<file path="config.mk">
export PLATFORM = sky130hd
export DESIGN_NAME = parking_lot_ctrl_flat
export DESIGN_NICKNAME = d
export VERILOG_FILES = /design/src/rtl/parking_lot_ctrl_if.sv /design/src/rtl/parking_lot_ctrl.sv /design/src/flat_wrapper.sv
export SDC_FILE = /design/constraint.sdc
export NUM_CORES = 1
export LEC_CHECK = 0
export CORE_MARGIN = 2
export CORE_UTILIZATION = 55
export CTS_BUF_LIST = sky130_fd_sc_hd__clkbuf_2 sky130_fd_sc_hd__clkbuf_4 sky130_fd_sc_hd__clkbuf_8
export CTS_CLUSTER_SIZE = 20
export DETAILED_ROUTE_END_ITERATION = 6
export GPL_ROUTABILITY_DRIVEN = 1
export PLACE_DENSITY = 0.8
export SYNTH_ARGS = -nofsm -noshare
export SYNTH_HDL_FRONTEND = slang
export SYNTH_SLANG_ARGS = --single-unit
</file>
<file path="constraint.sdc">
create_clock -name clk -period 6 [get_ports clk]
set_input_delay 1.2 -clock clk [delete_from_list [all_inputs] [get_ports clk]]
set_output_delay 1.2 -clock clk [all_outputs]
set_load 0.02 [all_outputs]
</file>
<file path="src/rtl/parking_lot_ctrl_if.sv">
// rtl/parking_lot_ctrl_if.sv - sensor and occupancy signal bundle for the parking lot controller
//
// Purpose : groups the per-gate beam sensors and the occupancy outputs of
//           parking_lot_ctrl so they travel as one port.
// Signals : outer/inner     per-gate beam sensors, 1 = blocked
//           enter/exit      per-gate one-cycle pulses, completed entry/exit
//           count           current occupancy (CW bits)
//           full/empty      occupancy decodes
//           denied          one-cycle pulse, entries lost to saturation
//           total_entries   counted entries since reset, wraps modulo 2^16
// Modports: master drives the sensors, slave is the controller.
interface parking_lot_ctrl_if #(
    parameter int NUM_GATES = 2,
    parameter int CAPACITY  = 16
);
    localparam int CW = $clog2(CAPACITY + 1);

    logic [NUM_GATES-1:0] outer;
    logic [NUM_GATES-1:0] inner;
    logic [NUM_GATES-1:0] enter;
    logic [NUM_GATES-1:0] exit;
    logic [CW-1:0]        count;
    logic                 full;
    logic                 empty;
    logic                 denied;
    logic [15:0]          total_entries;

    modport master (
        output outer, inner,
        input  enter, exit, count, full, empty, denied, total_entries
    );

    modport slave (
        input  outer, inner,
        output enter, exit, count, full, empty, denied, total_entries
    );
endinterface

</file>
<file path="src/rtl/parking_lot_ctrl.sv">
// rtl/parking_lot_ctrl.sv - multi-gate two-sensor parking lot occupancy controller
//
// Purpose : one direction-detecting FSM per gate turns the outer/inner beam
//           sequence into registered enter/exit pulses; the pulses are then
//           summed into a saturating occupancy count with an entry tally.
// Ports   : clk            system clock, rising edge
//           reset          synchronous, active-high
//           bus (slave)    outer/inner sensors in; enter, exit, count, full,
//                          empty, denied, total_entries out
// Latency : edge sampling the final 00 -> pulse; pulse -> count (2 clocks).
module parking_lot_ctrl #(
    parameter int NUM_GATES = 2,
    parameter int CAPACITY  = 16
) (
    input logic               clk,
    input logic               reset,
    parking_lot_ctrl_if.slave bus
);
    localparam int CW = $clog2(CAPACITY + 1);
    localparam int AW = CW + 4;

    typedef enum logic [2:0] {
        IDLE = 3'd0,
        EN1  = 3'd1,
        EN2  = 3'd2,
        EN3  = 3'd3,
        EX1  = 3'd4,
        EX2  = 3'd5,
        EX3  = 3'd6
    } gate_state_t;

    gate_state_t          state_q [NUM_GATES];
    gate_state_t          state_d [NUM_GATES];
    logic [NUM_GATES-1:0] enter_d, exit_d;
    logic [NUM_GATES-1:0] enter_q, exit_q;

    logic [CW-1:0]        count_q, count_d;
    logic                 denied_q, denied_d;
    logic [15:0]          total_q, total_d;

    // ---------------------------------------------------------------
    // Gate FSMs: state register
    // ---------------------------------------------------------------
    always_ff @(posedge clk) begin
        for (int g = 0; g < NUM_GATES; g++) begin
            if (reset) begin
                state_q[g] <= IDLE;
            end else begin
                state_q[g] <= state_d[g];
            end
        end
    end

    // ---------------------------------------------------------------
    // Gate FSMs: next state. Code is {outer, inner}; any code not
    // listed as a hold or an advance abandons the car back to IDLE.
    // ---------------------------------------------------------------
    always_comb begin
        for (int g = 0; g < NUM_GATES; g++) begin
            logic [1:0] code;
            code       = {bus.outer[g], bus.inner[g]};
            state_d[g] = IDLE;
            case (state_q[g])
                IDLE: begin
                    if (code == 2'b10)      state_d[g] = EN1;
                    else if (code == 2'b01) state_d[g] = EX1;
                end
                EN1: begin
                    if (code == 2'b11)      state_d[g] = EN2;
                    else if (code == 2'b10) state_d[g] = EN1;
                end
                EN2: begin
                    if (code == 2'b01)      state_d[g] = EN3;
                    else if (code == 2'b10) state_d[g] = EN1;
                    else if (code == 2'b11) state_d[g] = EN2;
                end
                EN3: begin
                    if (code == 2'b11)      state_d[g] = EN2;
                    else if (code == 2'b01) state_d[g] = EN3;
                end
                EX1: begin
                    if (code == 2'b11)      state_d[g] = EX2;
                    else if (code == 2'b01) state_d[g] = EX1;
                end
                EX2: begin
                    if (code == 2'b10)      state_d[g] = EX3;
                    else if (code == 2'b01) state_d[g] = EX1;
                    else if (code == 2'b11) state_d[g] = EX2;
                end
                EX3: begin
                    if (code == 2'b11)      state_d[g] = EX2;
                    else if (code == 2'b10) state_d[g] = EX3;
                end
                default: state_d[g] = IDLE;
            endcase
        end
    end

    // ---------------------------------------------------------------
    // Gate FSMs: outputs. A pulse is due when the last sensor clears
    // from the third step of a sequence.
    // ---------------------------------------------------------------
    always_comb begin
        enter_d = '0;
        exit_d  = '0;
        for (int g = 0; g < NUM_GATES; g++) begin
            if (!bus.outer[g] && !bus.inner[g]) begin
                enter_d[g] = (state_q[g] == EN3);
                exit_d[g]  = (state_q[g] == EX3);
            end
        end
    end

    always_ff @(posedge clk) begin
        if (reset) begin
            enter_q <= '0;
            exit_q  <= '0;
        end else begin
            enter_q <= enter_d;
            exit_q  <= exit_d;
        end
    end

    // ---------------------------------------------------------------
    // Occupancy. Signed arithmetic four bits wider than the count so the
    // sum can neither wrap above CAPACITY nor below zero before clamping.
    // ---------------------------------------------------------------
    logic signed [AW-1:0] cur_s, e_s, x_s, sum_s, cap_s, added_s;

    always_comb begin
        cur_s = $signed({4'b0000, count_q});
        cap_s = AW'(CAPACITY);
        e_s   = '0;
        x_s   = '0;
        for (int g = 0; g < NUM_GATES; g++) begin
            e_s = e_s + $signed({{(AW-1){1'b0}}, enter_q[g]});
            x_s = x_s + $signed({{(AW-1){1'b0}}, exit_q[g]});
        end
        sum_s    = cur_s + e_s - x_s;
        count_d  = sum_s[CW-1:0];
        denied_d = 1'b0;
        added_s  = e_s;
        if (sum_s > cap_s) begin
            // Only the entries that fit are counted; exits in the same
            // cycle make room for that many extra entries.
            count_d  = cap_s[CW-1:0];
            denied_d = 1'b1;
            added_s  = cap_s - cur_s + x_s;
        end else if (sum_s < 0) begin
            count_d = '0;
        end
        total_d = total_q + 16'($unsigned(added_s));
    end

    always_ff @(posedge clk) begin
        if (reset) begin
            count_q  <= '0;
            denied_q <= 1'b0;
            total_q  <= '0;
        end else begin
            count_q  <= count_d;
            denied_q <= denied_d;
            total_q  <= total_d;
        end
    end

    assign bus.enter         = enter_q;
    assign bus.exit          = exit_q;
    assign bus.count         = count_q;
    assign bus.full          = (count_q == cap_s[CW-1:0]);
    assign bus.empty         = (count_q == '0);
    assign bus.denied        = denied_q;
    assign bus.total_entries = total_q;
endmodule

</file>
<file path="src/flat_wrapper.sv">
// flat-port wrapper written by rule: the top's interface ports become plain ports
module parking_lot_ctrl_flat 
#(
    parameter int NUM_GATES = 2,
    parameter int CAPACITY  = 16
)
  (clk, reset, bus_outer, bus_inner, bus_enter, bus_exit, bus_count, bus_full, bus_empty, bus_denied, bus_total_entries);
  parking_lot_ctrl_if #(.NUM_GATES(NUM_GATES), .CAPACITY(CAPACITY)) bus_i ();
  input logic clk;
  input logic reset;
  input wire logic [$bits(bus_i.outer)-1:0] bus_outer;
  input wire logic [$bits(bus_i.inner)-1:0] bus_inner;
  output wire logic [$bits(bus_i.enter)-1:0] bus_enter;
  output wire logic [$bits(bus_i.exit)-1:0] bus_exit;
  output wire logic [$bits(bus_i.count)-1:0] bus_count;
  output wire logic [$bits(bus_i.full)-1:0] bus_full;
  output wire logic [$bits(bus_i.empty)-1:0] bus_empty;
  output wire logic [$bits(bus_i.denied)-1:0] bus_denied;
  output wire logic [$bits(bus_i.total_entries)-1:0] bus_total_entries;
  assign bus_i.outer = bus_outer;
  assign bus_i.inner = bus_inner;
  assign bus_enter = bus_i.enter;
  assign bus_exit = bus_i.exit;
  assign bus_count = bus_i.count;
  assign bus_full = bus_i.full;
  assign bus_empty = bus_i.empty;
  assign bus_denied = bus_i.denied;
  assign bus_total_entries = bus_i.total_entries;
  parking_lot_ctrl #(.NUM_GATES(NUM_GATES), .CAPACITY(CAPACITY)) u_core (.clk(clk), .reset(reset), .bus(bus_i));
endmodule
</file>
[Word-level counts from Yosys, hierarchy flattened]
Memory sizes are Yosys's and may differ from the RTL's.
Index checks and enable logic that the tools add are counted.
W data, S select, Z words.
Word-level totals
  latch bits: 0
  memory bits (writable): 6
  memories kept: 1
  ROM bits: 0
  flip-flop bits (word level): 26
  word-level logic and storage cells: 94
Cells by class
  shift operators: 0
  $add $sub $neg: 7
  reductions and logical operators: 12
  mux-type cells: 41
  div/mod/pow operators: 0
  order comparisons: 2
  equal/unequal tests: 19
  bitwise operators: 4
  multipliers: 0
Memories
  u_core.state_q: depth 2, bits a word 3, rd ports 2, clocked after Yosys merged registers in 0, wr ports 2, line parking_lot_ctrl.sv:32  | gate_state_t state_q [NUM_GATES];
Operator list (count)
  $mux W3: 26
  $pmux W3 S7: 2
  $eq A3 B3 Y1 const B: 6
  $add A16 B9 Y16: 1
  $eq A3 B2 Y1 const B: 4
  $mux W5: 2
  $add A6 B9 Y9: 1
  $add A9 B9 Y9: 1
  $gt A9 B6 Y1 const B: 1
  $lt A9 B1 Y1 const B: 1
  $mux W9: 1
  $sub A9 B3 Y9: 1
  $eq A2 B2 Y1 const B: 4
  $mux W2: 4
  $eq A3 B1 Y1 const B: 2
  $logic_not A3 Y1: 2
  $mux W1: 6
  $sub A5 B5 Y6 const A: 1
  $eq A5 B5 Y1 const B: 1
  $logic_not A5 Y1: 1
  $add A1 B1 Y2: 2
  $eq A2 B1 Y1 const B: 2
  $logic_not A1 Y1: 4
  $reduce_or A2 Y1: 2
  other kinds (4): 7

[Depth between registers and ports, before layout]
  depth in word-level cells: 6
  depth in mapped cells: 21

[Worst setup path before layout]
Ideal clock, no wire load.
  path kind: flip-flop to flip-flop
  from: register u_core.exit_q[1] (netlist: u_core.bus.exit[1])
  to: register u_core.total_q[10] (netlist: u_core.bus.total_entries[10])
  period minus slack after synthesis: 4747 ps
  library setup time: 128 ps
  path slack: 1253 ps
  arrival time: 4620 ps
  stages on the path, launching flop included: 20
  path buffers: 1
  cell sequence: dfxtp_1 ha_1 inv_1 fa_1 inv_1 fa_1 xnor2_1 or4_4 o22ai_2 o22a_1 buf_6 mux2_4 ha_1 fa_1 a21o_1 a21oi_1 o21ai_0 a21oi_1 xor2_1 nor2_1
Between the ends
  word-level cells in the longest chain between the ends: 5
  elaborated cells on any way between the ends: 6
  classes of those cells: add/sub (4); order compare (1); mux (1)
RTL lines
  start: declaration: line parking_lot_ctrl.sv:35  | logic [NUM_GATES-1:0] enter_q, exit_q;
  start signal: assignment: line parking_lot_ctrl.sv:120  | exit_q <= exit_d;
  $add A1 B1 Y2 (*): line parking_lot_ctrl.sv:137  | x_s = x_s + $signed({{(AW-1){1'b0}}, exit_q[g]});
  $sub A9 B3 Y9: line parking_lot_ctrl.sv:139  | sum_s = cur_s + e_s - x_s;
  $gt A9 B6 Y1: line parking_lot_ctrl.sv:143  | if (sum_s > cap_s) begin
  $mux W9 (*): line parking_lot_ctrl.sv:143
  $add A16 B9 Y16 (*): line parking_lot_ctrl.sv:152  | total_d = total_q + 16'($unsigned(added_s));
  end signal: assignment: line parking_lot_ctrl.sv:163  | total_q <= total_d;
  end: declaration: line parking_lot_ctrl.sv:39  | logic [15:0] total_q, total_d;
Mark *: on every way between the ends. The rest lies on a longest branch, timed or not.
A chain may end at the register's enable or synchronous reset.

[Worst setup path after layout]
  from: register u_core.exit_q[0] (netlist: u_core.bus.exit[0])
  to: register u_core.total_q[10] (netlist: u_core.bus.total_entries[10])
Same word-level chain as after synthesis.

==> results.py <==
metrics = {
    "outcome": {
        "outcome": "finished, final reports clean",
    },
    "sta": {
        "tightestPinTransition_ns": 0.651,
        "period_share": 0.856,
        "max_freq_ghz": 0.195,
        "hold_violations": 0,
        "rsz0062_at_grt": "no",
        "slew_violations": 0,
        "finalSetupTns_ns": 0,
        "setup_viol": 0,
        "skew_ns": 0.00416,
        "slew_headroom": 0.562,
        "min_period_ns": 5.14,
    },
    "worst_setup_path": {
        "crit_path_max_incr_delay_ns": 0.55,
        "cp_top_family": "adder cells",
        "cp.arrival_ns": 5.30,
        "critPathKind": "reg -> reg",
        "path_max_fanout": 10,
        "slowest_stage": "fa_1",
        "crit_buf_inv": 2,
        "crit_path_frequent_cell": "fa_1",
        "cp.required_ns": 6.17,
        "worstSetupStartpointType": "flop",
        "end_kind": "flop",
        "worstPathCellList": "ha_1 -> inv_1 -> fa_1 -> inv_1 -> fa_1 -> xnor2_1 -> or4_4 -> o21bai_1 -> o22a_1 -> mux2_4 -> ha_1 -> fa_1 -> a21o_1 -> a21oi_1 -> o21ai_0 -> a21oi_1 -> xor2_1 -> nor2_1",
    },
    "placed_design": {
        "dp_hpwl_mm": 3.76,
        "port-buffer-count": 33,
        "gp_congestion": 0.973,
    },
    "clocking": {
        "cts_buffer_depth": 2,
        "post-cts-setup-buffers": 0,
        "numCtsBuffers": 5,
        "post_cts_resized": 0,
        "htree_levels": 2,
        "cts_root_buffer": "clkbuf_8",
        "insertion_delay_ns": 0.28,
        "clock-sinks": 32,
        "cts_tree": "yes",
        "ctsHoldBuffers": 0,
        "clk_pin_slew_ns": 0.07,
    },
    "grt": {
        "antenna_found_initial": 0,
        "grt_max_degree": 29,
        "grt_usage": 0.207,
        "grt_pass1_vias": 1956,
        "grt_pass1_wl_mm": 8.50,
        "grt_overflow": 0,
    },
    "drt": {
        "drt_iter0_markers": 106,
        "viasPerCell": 5.59,
        "routedWlPerCell_um": 13.0,
        "ant_nets": 0,
        "dr.pass1.iters": 4,
        "dr_total_vias": 2106,
        "drc": 0,
        "totalWireLength_mm": 4.91,
    },
    "synth": {
        "synth_area_mm2": 0.00245,
        "yosys.area.top_type": "dfxtp_1",
        "ys_seq_area_frac": 0.261,
        "syn_nets": 343,
        "yosys_most_used_dff": "dfxtp_1",
        "async_flop_share": 0,
        "synth_warnings": 0,
        "syn-instance-count": 294,
        "synth_seq_cells": 32,
        "syn_area_per_cell_um2": 8.35,
        "synthTopCellsByCount": "ha_1, nor2_1, dfxtp_1",
        "ys_types": 50,
        "synth-edff-count": 0,
        "synthTopCellsByArea": "dfxtp_1, ha_1, nor2_1",
        "synth_top_cell_area_share": 0.261,
    },
    "finish": {
        "drive_above_1_share": 0.0492,
        "fillers": 360,
        "syn2layout_area_growth_pct": 19.5,
        "final_core_util": 0.678,
        "fin_nets": 373,
        "antenna_cells": 0,
    },
    "floorplanning": {
        "die_h_um": 70.8,
        "core_area_mm2": 0.00432,
        "die_x_um": 70.8,
        "rows": 24,
        "ios": 34,
        "initial_core_util": 0.568,
        "die_area_mm2": 0.00501,
    },
    "run": {
        "drv_cap": 0,
    },
    "power": {
        "power.density_mw_per_mm2": 282,
        "irDropWorstVdd_v": 0.000147,
        "power_leakage_uw": 0.00122,
    },
    "min_path": {
        "min-delay-path-class": "reg -> reg",
    },
}
## logic make-up after synthesis
kind of cell | synth area share
buffers and inverters | 0.0591
multiplexers | 0.0183
XOR/XNOR | 0.0678
AO/OA/AOI/OAI | 0.154
AND/OR/NAND/NOR | 0.208
adder cells (fa/ha/maj) | 0.231
flip-flops | 0.261
## metrics by stage
step	setup WS, ns	instance area, µm²	hold slack [ns]	total power, µW	std cells
final	0.863	2930	0.513	827	377
after floorplan	1.25	2450	0.480	518	294
after global routing	0.555	2930	0.572	876	377
after detailed placement	0.889	2810	0.499	600	369
after global placement	1.11	2810	0.495	591	369
after CTS	0.860	2930	0.509	832	377
## worst reg2reg max path, cell delays in order (launching register included)
cell	delay, ns
dfxtp_1	0.34
ha_1	0.19
inv_1	0.09
fa_1	0.55
inv_1	0.07
fa_1	0.46
xnor2_1	0.16
or4_4	0.52
o21bai_1	0.16
o22a_1	0.37
mux2_4	0.34
ha_1	0.21
fa_1	0.41
a21o_1	0.17
a21oi_1	0.25
o21ai_0	0.15
a21oi_1	0.33
xor2_1	0.19
nor2_1	0.06
## layout by cell type, fill, tap and decap left out, types with 7 or more instances in the layout
cell             Yosys  routed
clkbuf_8             0       7
o21ai_0             12      12
xnor2_1             10      10
nor2_1              39      39
inv_1               25      25
a21oi_1             18      18
nand2_1             15      15
ha_1                39      39
dfxtp_1             32      32
nor3_1              14      14
clkdlybuf4s50_1      0      33
xor2_1               9       9
## power breakdown
part	internal (µW)	total, µW	switching, µW
logic	149	337	188
clock network	147	231	84.5
registers	235	259	24.7
## path summary, 6_finish.rpt
| check | to | cells after the start | slack, ns | from |
|---|---|---|---|---|
| setup / recovery | u_core.bus.total_entries[10] | 18 | 0.86 | u_core.bus.exit[0] |
| hold / removal | u_core.bus.total_entries[14] | 2 | 0.51 | u_core.bus.total_entries[14] |
| setup reg to reg | u_core.bus.total_entries[10] | 18 | 0.86 | u_core.bus.exit[0] |
| hold reg to reg | u_core.bus.total_entries[14] | 2 | 0.51 | u_core.bus.total_entries[14] |
## metal layers
metal	up-vias	track usage	part of all wire
li1	1068	-	-
met1	984	0.267	0.47
met2	48	0.357	0.48
met3	6	0.0385	0.041
met4	0	0.0503	0.011
met5	-	0	0
## sequential cells by signal (all words and copies together), names as in the netlist
name,cells
u_core.bus.total_entries,16
u_core.state_q,6
u_core.bus.count,5
u_core.bus.enter,2
u_core.bus.exit,2
u_core.bus.denied,1
## area by class of cell
cell class	count	area, µm²	share of cell area
Tap cell	52	65.1	0.0222
Timing Repair Buffer	34	338	0.115
Sequential cell	32	641	0.218
Clock buffer	7	96.3	0.0328
Inverter	25	93.8	0.0320
Clock inverter	1	30.0	0.0102
Multi-Input combinational cell	226	1670	0.569
(Power assumes the default switching activity.)
